## config.mk

```make
export PLATFORM = sky130hd
export DESIGN_NAME = txt_mem_arb
export DESIGN_NICKNAME = d
export VERILOG_FILES = /design/src/rtl/txt_mem_arb.sv
export SDC_FILE = /design/constraint.sdc
export NUM_CORES = 1
export LEC_CHECK = 0
export CAP_MARGIN = 30
export CORE_MARGIN = 5
export CORE_UTILIZATION = 39
export DETAILED_ROUTE_END_ITERATION = 10
export DONT_BUFFER_PORTS = 1
export PLACE_DENSITY = 0.56
export SLEW_MARGIN = 30
export SYNTH_ARGS = -nofsm -noshare
export SYNTH_HDL_FRONTEND = slang
export SYNTH_SLANG_ARGS = --single-unit
```

## constraint.sdc

```tcl
create_clock -name clk -period 2.8 [get_ports clk]
set_clock_uncertainty 0.05 [all_clocks]
set_input_delay 0.28 -clock clk [delete_from_list [all_inputs] [get_ports clk]]
set_output_delay 0.28 -clock clk [all_outputs]
set_load 0.05 [all_outputs]
```

## src/rtl/txt_mem_arb.sv

```systemverilog
// txt_mem_arb: arbiter for a single-port text-mode display RAM.
//   Three requesters share the RAM, one access per cycle, in priority order:
//   renderer read > clear-screen fill write > CPU write FIFO drain.
//
// Ports
//   clk, clr                    clock, synchronous active-low reset
//   vid_req, vid_addr           renderer read request / address
//   vid_data, vid_valid         read data, returned exactly two cycles after vid_req
//   cpu_wr, cpu_addr, cpu_data  CPU write into the write FIFO
//   cpu_full                    CPU write refused this cycle (FIFO full or clear busy)
//   cls_start, cls_char         start clear-screen with fill character
//   cls_busy                    drain/clear sequence in progress
//   mem_en, mem_we, mem_addr,
//   mem_wdata, mem_rdata        registered display-RAM port (1-cycle read latency)
//
// state | meaning
// IDLE  | normal arbitration, FIFO drains whenever renderer is idle
// DRAIN | clear requested, flushing CPU writes queued before it
// CLEAR | writing fill character to every cell, 0..CELLS-1
module txt_mem_arb #(
  parameter int CELLS = 1200,
  parameter int DEPTH = 4
) (
  input  logic        clk,
  input  logic        clr,
  input  logic        vid_req,
  input  logic [11:0] vid_addr,
  output logic [7:0]  vid_data,
  output logic        vid_valid,
  input  logic        cpu_wr,
  input  logic [11:0] cpu_addr,
  input  logic [7:0]  cpu_data,
  output logic        cpu_full,
  input  logic        cls_start,
  input  logic [7:0]  cls_char,
  output logic        cls_busy,
  output logic        mem_en,
  output logic        mem_we,
  output logic [11:0] mem_addr,
  output logic [7:0]  mem_wdata,
  input  logic [7:0]  mem_rdata
);

  localparam int PW = (DEPTH > 1) ? $clog2(DEPTH) : 1;
  localparam logic [PW:0] DEPTH_C = (PW+1)'(DEPTH);
  localparam logic [11:0] CELLS_C = 12'(CELLS);
  localparam logic [11:0] LAST_C  = 12'(CELLS - 1);

  localparam logic [1:0] S_IDLE  = 2'd0;
  localparam logic [1:0] S_DRAIN = 2'd1;
  localparam logic [1:0] S_CLEAR = 2'd2;

  logic [1:0]    state;
  logic [11:0]   fifo_addr [DEPTH];
  logic [7:0]    fifo_data [DEPTH];
  logic [PW-1:0] wr_ptr;
  logic [PW-1:0] rd_ptr;
  logic [PW:0]   count;
  logic [PW:0]   count_nxt;
  logic [11:0]   fill_cnt;
  logic [7:0]    fill_char;
  logic          rd_p1;
  logic          rd_p2;
  logic          push;
  logic          pop;

  assign cls_busy = (state != S_IDLE);
  // Fullness uses the registered count, so a same-cycle pop does not free a slot.
  assign cpu_full = (count == DEPTH_C) || cls_busy;
  // Out-of-range addresses are swallowed without occupying a FIFO slot.
  assign push = cpu_wr && !cpu_full && (cpu_addr < CELLS_C);
  assign pop  = !vid_req && (state != S_CLEAR) && (count != '0);
  assign count_nxt = count + (PW+1)'(push) - (PW+1)'(pop);

  always_ff @(posedge clk) begin
    if (push) begin
      fifo_addr[wr_ptr] <= cpu_addr;
      fifo_data[wr_ptr] <= cpu_data;
    end
  end

  always_ff @(posedge clk) begin
    if (!clr) begin
      state     <= S_IDLE;
      wr_ptr    <= '0;
      rd_ptr    <= '0;
      count     <= '0;
      fill_cnt  <= '0;
      fill_char <= '0;
      rd_p1     <= 1'b0;
      rd_p2     <= 1'b0;
      vid_valid <= 1'b0;
      vid_data  <= '0;
      mem_en    <= 1'b0;
      mem_we    <= 1'b0;
      mem_addr  <= '0;
      mem_wdata <= '0;
    end else begin
      if (push) wr_ptr <= wr_ptr + PW'(1);
      if (pop)  rd_ptr <= rd_ptr + PW'(1);
      count <= count_nxt;

      // Read pipeline: request -> RAM address -> RAM data -> vid_data.
      rd_p1     <= vid_req;
      rd_p2     <= rd_p1;
      vid_valid <= rd_p2;
      if (rd_p2) vid_data <= mem_rdata;

      if (vid_req) begin
        mem_en   <= 1'b1;
        mem_we   <= 1'b0;
        mem_addr <= vid_addr;
      end else if (state == S_CLEAR) begin
        mem_en    <= 1'b1;
        mem_we    <= 1'b1;
        mem_addr  <= fill_cnt;
        mem_wdata <= fill_char;
      end else if (pop) begin
        mem_en    <= 1'b1;
        mem_we    <= 1'b1;
        mem_addr  <= fifo_addr[rd_ptr];
        mem_wdata <= fifo_data[rd_ptr];
      end else begin
        mem_en <= 1'b0;
        mem_we <= 1'b0;
      end

      case (state)
        S_IDLE: begin
          if (cls_start) begin
            fill_char <= cls_char;
            fill_cnt  <= '0;
            state     <= (count_nxt == '0) ? S_CLEAR : S_DRAIN;
          end
        end
        S_DRAIN: begin
          if (count_nxt == '0) state <= S_CLEAR;
        end
        S_CLEAR: begin
          if (!vid_req) begin
            if (fill_cnt == LAST_C) begin
              fill_cnt <= '0;
              state    <= S_IDLE;
            end else begin
              fill_cnt <= fill_cnt + 12'd1;
            end
          end
        end
        default: state <= S_IDLE;
      endcase
    end
  end

endmodule

```

==> results by group, run 1 <==
GRT
  • Initial antenna violation count: 0
  • Largest net degree at the start of global routing: 53
  • First-pass GRT wire length: between 20000 and 25000 µm
  • Vias in the first global route: 3719
  • Tot GR Track Use: approximately 15%
  • Total gr overflow: 0

Layout
  • Nets@finish: 550
  • Final non-filler cell total: 686
  • ANT cells: 0
  • Footprint of the multi-input gates: approximately 2000 µm²
  • Register area: between 3000 and 4000 µm²
  • Area grow syn2layout: 23.1%
  • Post-route cell area: 7210 µm²
  • Final core occ: between 40% and 50%
  • Share of post-route cells with drive strength above 1: between 15 and 20%
  • Fillers: between 1000 and 1500

Timing
  • Slew @ Worst Pin: roughly 0.66 ns
  • Max Fclk: between 300 and 400 MHz
  • Final setup viols: 0
  • Final Hold Slack: 0.0141 ns
  • Worst Slack Setup Final: between 0.1 and 0.15 ns
  • Setup TNS: 0 ns
  • Max-slew violation count: 0
  • RSZ-0062 raised after global routing: yes
  • Slew headroom: a little under three fifths
  • Min Tclk post-route: 2.68 ns
  • Fin crit share: a little over nine tenths
  • Hold Vio Cnt, Final: 0

Worst setup path
  • Crit path required time: just over 3 ns
  • CP max FO: 3
  • Critical path's slowest cell: dfxtp_4
  • Crit path cell chain: or2_4 -> a21o_4 -> a2111oi_4 -> inv_1 -> ha_4 -> inv_1 -> ha_1 -> inv_2 -> fa_2 -> xor2_2 -> xnor2_2 -> nand4_1 -> a21boi_1
  • CP startpoint kind: register
  • CP max stage delay: 0.34 ns
  • WS Path Type: register to register
  • WP data arrival: a little under 3 ns
  • Endpoint class of the critical path: register
  • CP most frequent cell: inv_1

Synthesis
  • Post-synthesis simple-gate area fraction: 10.7%
  • Post-Syn Area: roughly 6000 µm²
  • Number of flops mapped to enable cells by yosys: 80
  • Multiplexer share of the synthesized area: 12.0%
  • Synth cell types: between 40 and 50
  • Async set-or-reset flop fraction in the synthesized netlist: 0%
  • Dominant cell type by area after synthesis: edfxtp_1
  • Mapped Avg Cell Area: about 14 µm²
  • Yosys reg bits: between 100 and 150
  • Sequential-to-total area share from yosys stat: a little over three fifths
  • Synth area leaders: edfxtp_1 41%, dfxtp_1 22%, mux4_2 7.7%
  • Yosys top cell area share: around two fifths
  • Cells after Synth: 434
  • Main synth FF type: edfxtp_1
  • Adder-Cell Fraction of Synth Area: around 1.8%
  • Largest family of logic cells by synthesized area: multiplexers
  • Yosys warning count: 0
  • Xor/xnor share of the synthesized area: 1.20%
  • Synth Area in Compound Gates: 8.52%
  • Syn Nets: 495

Floorplanning
  • IO Pins: 86
  • Die Y: roughly 130 µm
  • Row count: between 40 and 50
  • Starting Density: about 40%
  • Die Span X: roughly 130 µm
  • Core area: about 15000 µm²
  • DIE AREA: roughly 18000 µm²

Drt
  • DR DRC count: 0
  • Via Count: 3600
  • Drt first pass iters: 4
  • Via density: 5.25
  • Final WL: 12500 µm
  • Antenna-violating nets left: 0
  • 1st-iter DRT viols: 201
  • Wire per inst: 18.2 µm

Place
  • Port bufs: 0
  • Placed cell area: 6150 µm²
  • GPL Wtd Cong: around 0.8
  • Post-Place Cells: roughly 620
  • Setup WS pre-CTS: -0.110 ns
  • Post-DP HPWL: ~8600 µm

Pwr
  • PwrDens: just over 900 nW/µm²
  • Pwr Total: around 6.6 mW
  • Seq pwr share: 43.9%
  • Switching share of total power: a little under a third
  • Static leakage: between 2 and 3 nW
  • Gate power share: 19.3%
  • Switching power: 2.01 mW
  • Internal power: roughly 4.6 mW
  • Clock power frac: a little under two fifths
  • VDD IR max: a little under 500 µV

Clocking
  • CTS Buffer Depth: 2
  • CTS HTree Levels: 4
  • CTS sink count: 144
  • Clk Latency, worst-skew pair: 0.41 ns
  • CTS tree: yes
  • CTS buffer count: 17
  • Clk slew on worst S/H paths: roughly 0.050 ns
  • Clock root buffer: clkbuf_16

Worst hold path
  • Hold crit path type: input pin to register

Outcome
  • Status: complete, no violations

Run
  • Max-Cap Viols: 0
## synth_stat cells, types with 2 or more instances
cell type	instances
xor2_1	4
mux4_2	20
or3_1	4
xnor2_1	4
nand3_1	5
and2_1	11
dfxtp_1	64
mux2i_1	25
a221oi_1	5
a21boi_0	6
o211ai_1	2
nor3_2	2
nor2_1	7
or4_1	4
and2b_1	2
o41ai_1	7
buf_2	6
a21oi_1	10
o31ai_1	4
o21ai_0	20
inv_1	21
clkbuf_1	14
and3_1	6
a21o_1	2
nand2_1	43
edfxtp_1	80
a31oi_1	10
ha_1	7
nand2b_4	2
nand4_1	2
nor2b_1	20
## worst paths after layout
path	start	end	slack, ns	cells past startpoint
min	cls_char[0]	fill_char[0]$_SDFFE_PN0P_	0.01	2
max reg2reg	state[1]$_SDFFE_PN0P_	state[1]$_SDFFE_PN0P_	0.12	13
min reg2reg	rd_p1$_SDFF_PN0_	rd_p2$_SDFF_PN0_	0.38	1
max	state[1]$_SDFFE_PN0P_	state[1]$_SDFFE_PN0P_	0.12	13
## cell usage in the layout, fill, tap and decap left out, types with 17 or more instances in the layout
cell / Yosys / layout
clkbuf_16: 0 / 17
o21ai_0: 20 / 20
buf_4: 0 / 21
mux4_2: 20 / 20
nand2_1: 43 / 43
dfxtp_1: 64 / 63
mux2i_1: 25 / 25
inv_1: 21 / 20
edfxtp_1: 80 / 80
dlygate4sd3_1: 0 / 35
nor2b_1: 20 / 20
## power groups by stage
stage                     Combinational [mW]  Clock [mW]  Sequential [mW]
after detailed placement                1.17           0             2.95
after global routing                    1.42        2.58             2.93
after global placement                  1.15           0             2.95
after floorplan                        0.901           0             2.91
final                                   1.28        2.43             2.91
after CTS                               1.26        2.48             2.91
## state kept, by name, summed over array words and instances (netlist names), named ones only
name       count
rd_p2          1
vid_valid      1
count          3
fifo_data     32
rd_p1          1
mem_wdata      8
fill_char      8
fill_cnt      12
mem_addr      12
wr_ptr         2
state          2
fifo_addr     48
mem_en         1
vid_data       8
mem_we         1
rd_ptr         2
## layer usage
metal	up-vias	routed length, µm	GRT usage [%]
li1	1717	-	-
met1	1784	5500	18.3
met2	80	6230	24.6
met3	19	518	3.99
met4	0	264	6.35
met5	-	0	0
## cell type report
type	count	area share (%)
multi-input cells	248	28.4
flip-flops and latches	144	51.1
clock inverters	15	2.98
clock buffers	17	5.90
repair buffers	57	7.32
well taps	184	3.19
inverters	21	1.09
## worst max-delay path: cells and delay by family, from the launching register on
family                   cells  cell delay (ns)
AO/OA/AOI/OAI                3             0.58
AND/OR/NAND/NOR              2             0.36
adder cells (fa/ha/maj)      3             0.70
XOR/XNOR                     2             0.35
buffers and inverters        3             0.22
flip-flops                   1             0.34
## kinds of logic (layout without fill, tap and decap cells)
kind of cell	Yosys count	in the layout
flip-flops	144	144
AO/OA/AOI/OAI	72	72
buffers and inverters	42	110
XOR/XNOR	8	8
multiplexers	45	45
adder cells (fa/ha/maj)	8	8
AND/OR/NAND/NOR	115	115
## repair_timing
| item | in CTS | in global routing |
|---|---|---|
| pin swaps | 2 | 0 |
| hold endpoints to repair | 131 | 0 |
| setup buffers | 1 | 1 |
| resized for setup | 0 | 5 |
| setup endpoints to repair | 2 | 3 |
| hold buffers | 36 | 0 |
Power figures use the tool's default switching activity.
==> run 2, diff against run 1 <==
--- a/config.mk
+++ b/config.mk
@@ -10,7 +10,7 @@
 export CORE_UTILIZATION = 39
 export DETAILED_ROUTE_END_ITERATION = 10
 export DONT_BUFFER_PORTS = 1
-export PLACE_DENSITY = 0.56
+export PLACE_DENSITY = 0.55
 export SLEW_MARGIN = 30
 export SYNTH_ARGS = -nofsm -noshare
 export SYNTH_HDL_FRONTEND = slang
==> results by group, run 2 (synthesized netlist as in run 1, its figures left out) <==
Outcome
  • Status: complete, no violations

Timing
  • Max-slew violation count: 0
  • Slew headroom: slightly below 60%
  • Hold Vio Cnt, Final: 0
  • RSZ-0062 raised after global routing: no
  • Slew @ Worst Pin: just over 0.6 ns
  • Final setup viols: 0
  • Max Fclk: 381 MHz
  • Worst Slack Setup Final: ~0.17 ns
  • Fin crit share: between 90% and 100%
  • Min Tclk post-route: 2.63 ns

Run
  • Max-Cap Viols: 0

Place
  • Port bufs: 0
  • Placed cell area: between 6000 and 7000 µm²
  • GPL Wtd Cong: about 0.8
  • Setup WS pre-CTS: -0.110 ns
  • Post-DP HPWL: ~8600 µm

Drt
  • DR top layer: met4
  • Wire per inst: 18.8 µm
  • Drt first pass iters: 7
  • Via Count: roughly 3600
  • 1st-iter DRT viols: 180
  • Via density: between 5 and 6
  • Met2 WL: 6210 µm
  • DR DRC count: 0
  • Final WL: approximately 13000 µm
  • Met3 WL: 622 µm
  • Antenna-violating nets left: 0
  • Wl on met1: 5720 µm

Worst setup path
  • Endpoint class of the critical path: register
  • Crit-path leading delay family: adder cells
  • Crit. path cell count: 13
  • CP most frequent cell: inv_1
  • CP max stage delay: 0.35 ns
  • WP data arrival: a little under 3 ns
  • CP startpoint kind: register
  • Critical path's slowest cell: fa_2
  • WS Path Type: register to register
  • CP max FO: 3
  • R2r worst-path depth: 13
  • Buf+Inv Stages, Crit Path: 3
  • Crit path cell chain: or2_4 -> a21o_4 -> a2111oi_4 -> inv_1 -> ha_1 -> inv_1 -> ha_1 -> inv_1 -> fa_2 -> xor2_2 -> xnor2_2 -> nand4_1 -> a21boi_1
  • Crit path required time: ~3.1 ns

Worst hold path
  • Hold Path Depth: 2
  • Hold crit path type: input pin to register

Layout
  • Largest reg by FF count: fifo_addr
  • Share of post-route cells with drive strength above 1: 16.0%
  • Final core occ: 48.2%
  • Area grow syn2layout: 20.6%
  • Commonest non-fill, non-tap cell in the layout: edfxtp_1
  • ANT cells: 0
  • Max reg flops: 48
  • Regs by FF count: fifo_addr x48, fifo_data x32
  • Post-route cell area: about 7100 µm²
  • Nets@finish: roughly 550
  • Most frequent cells in the layout: 80 x edfxtp_1, 63 x dfxtp_1, 43 x nand2_1

Floorplanning
  • IO Pins: between 80 and 90
  • Die Y: between 100 and 150 µm
  • DIE AREA: between 15000 and 20000 µm²
  • Starting Density: between 40% and 50%
  • Row count: 44
  • Core area: 14600 µm²
  • Die Span X: between 100 and 150 µm

GRT
  • Vias in the first global route: approximately 3700
  • Initial antenna violation count: 0
  • Largest net degree at the start of global routing: 53
  • Total gr overflow: 0
  • Tot GR Track Use: between 10% and 20%
  • First-pass GRT wire length: 20500 µm

Clocking
  • CTS buffer count: 17
  • CTS sink count: 144
  • Clk slew on worst S/H paths: approximately 0.06 ns
  • CTS tree: yes
  • Clock root buffer: clkbuf_16
  • CTS Buffer Depth: 2
  • CTS HTree Levels: 4
  • Clk Latency, worst-skew pair: around 0.42 ns

Pwr
  • Static leakage: between 2 and 2.5 nW
  • VDD IR max: between 500 and 600 µV
  • PwrDens: just under 900 nW/µm²
run 2: worst paths after layout:
check | start | endpoint | slack (ns)
setup / recovery | state[1]$_SDFFE_PN0P_ | state[1]$_SDFFE_PN0P_ | 0.17
hold / removal | mem_rdata[5] | vid_data[5]$_SDFFE_PN0P_ | 0.02
setup reg to reg | state[1]$_SDFFE_PN0P_ | state[1]$_SDFFE_PN0P_ | 0.17
hold reg to reg | rd_p1$_SDFF_PN0_ | rd_p2$_SDFF_PN0_ | 0.39
run 2: where the power goes:
part | switching, mW | total, mW | internal, mW
clock network | 0.827 | 2.03 | 1.20
registers | 0.469 | 2.91 | 2.44
logic | 0.680 | 1.26 | 0.584
total | 1.98 | 6.20 | 4.22
run 2: area by class of cell:
class / instances / area, µm²
inverters: 21 / 78.8
flip-flops and latches: 144 / 3690
well taps: 184 / 230
multi-input cells: 248 / 2030
clock inverters: 13 / 97.6
fillers: 1302 / 7580
clock buffers: 19 / 433
repair buffers: 54 / 508
run 2: through the flow:
stage | TNS, ns | total power, mW | hold WS, ns | cells
global route | 0 | 6.49 | 0.0165 | 683
global placement | -0.0421 | 4.14 | 0.329 | 614
detailed placement | -0.209 | 4.16 | 0.329 | 614
CTS | 0 | 6.26 | 0.00770 | 683
finish | 0 | 6.20 | 0.0157 | 683
floorplan | -0.486 | 3.81 | 0.329 | 434
run 2: what timing repair did:
action,4_1_cts,5_1_grt
pin swaps,3,0
resized for setup,0,2
endpoints found under the hold margin,131,0
setup endpoints to repair,1,2
setup buffers,0,0
hold buffers,37,0
run 2: per-layer routing:
| layer | up-vias | GRT usage [%] |
|---|---|---|
| met4 | 0 | 5.08 |
| met1 | 1801 | 19.0 |
| met2 | 89 | 25.0 |
| li1 | 1714 | - |
| met3 | 20 | 5.16 |
| met5 | - | 0 |
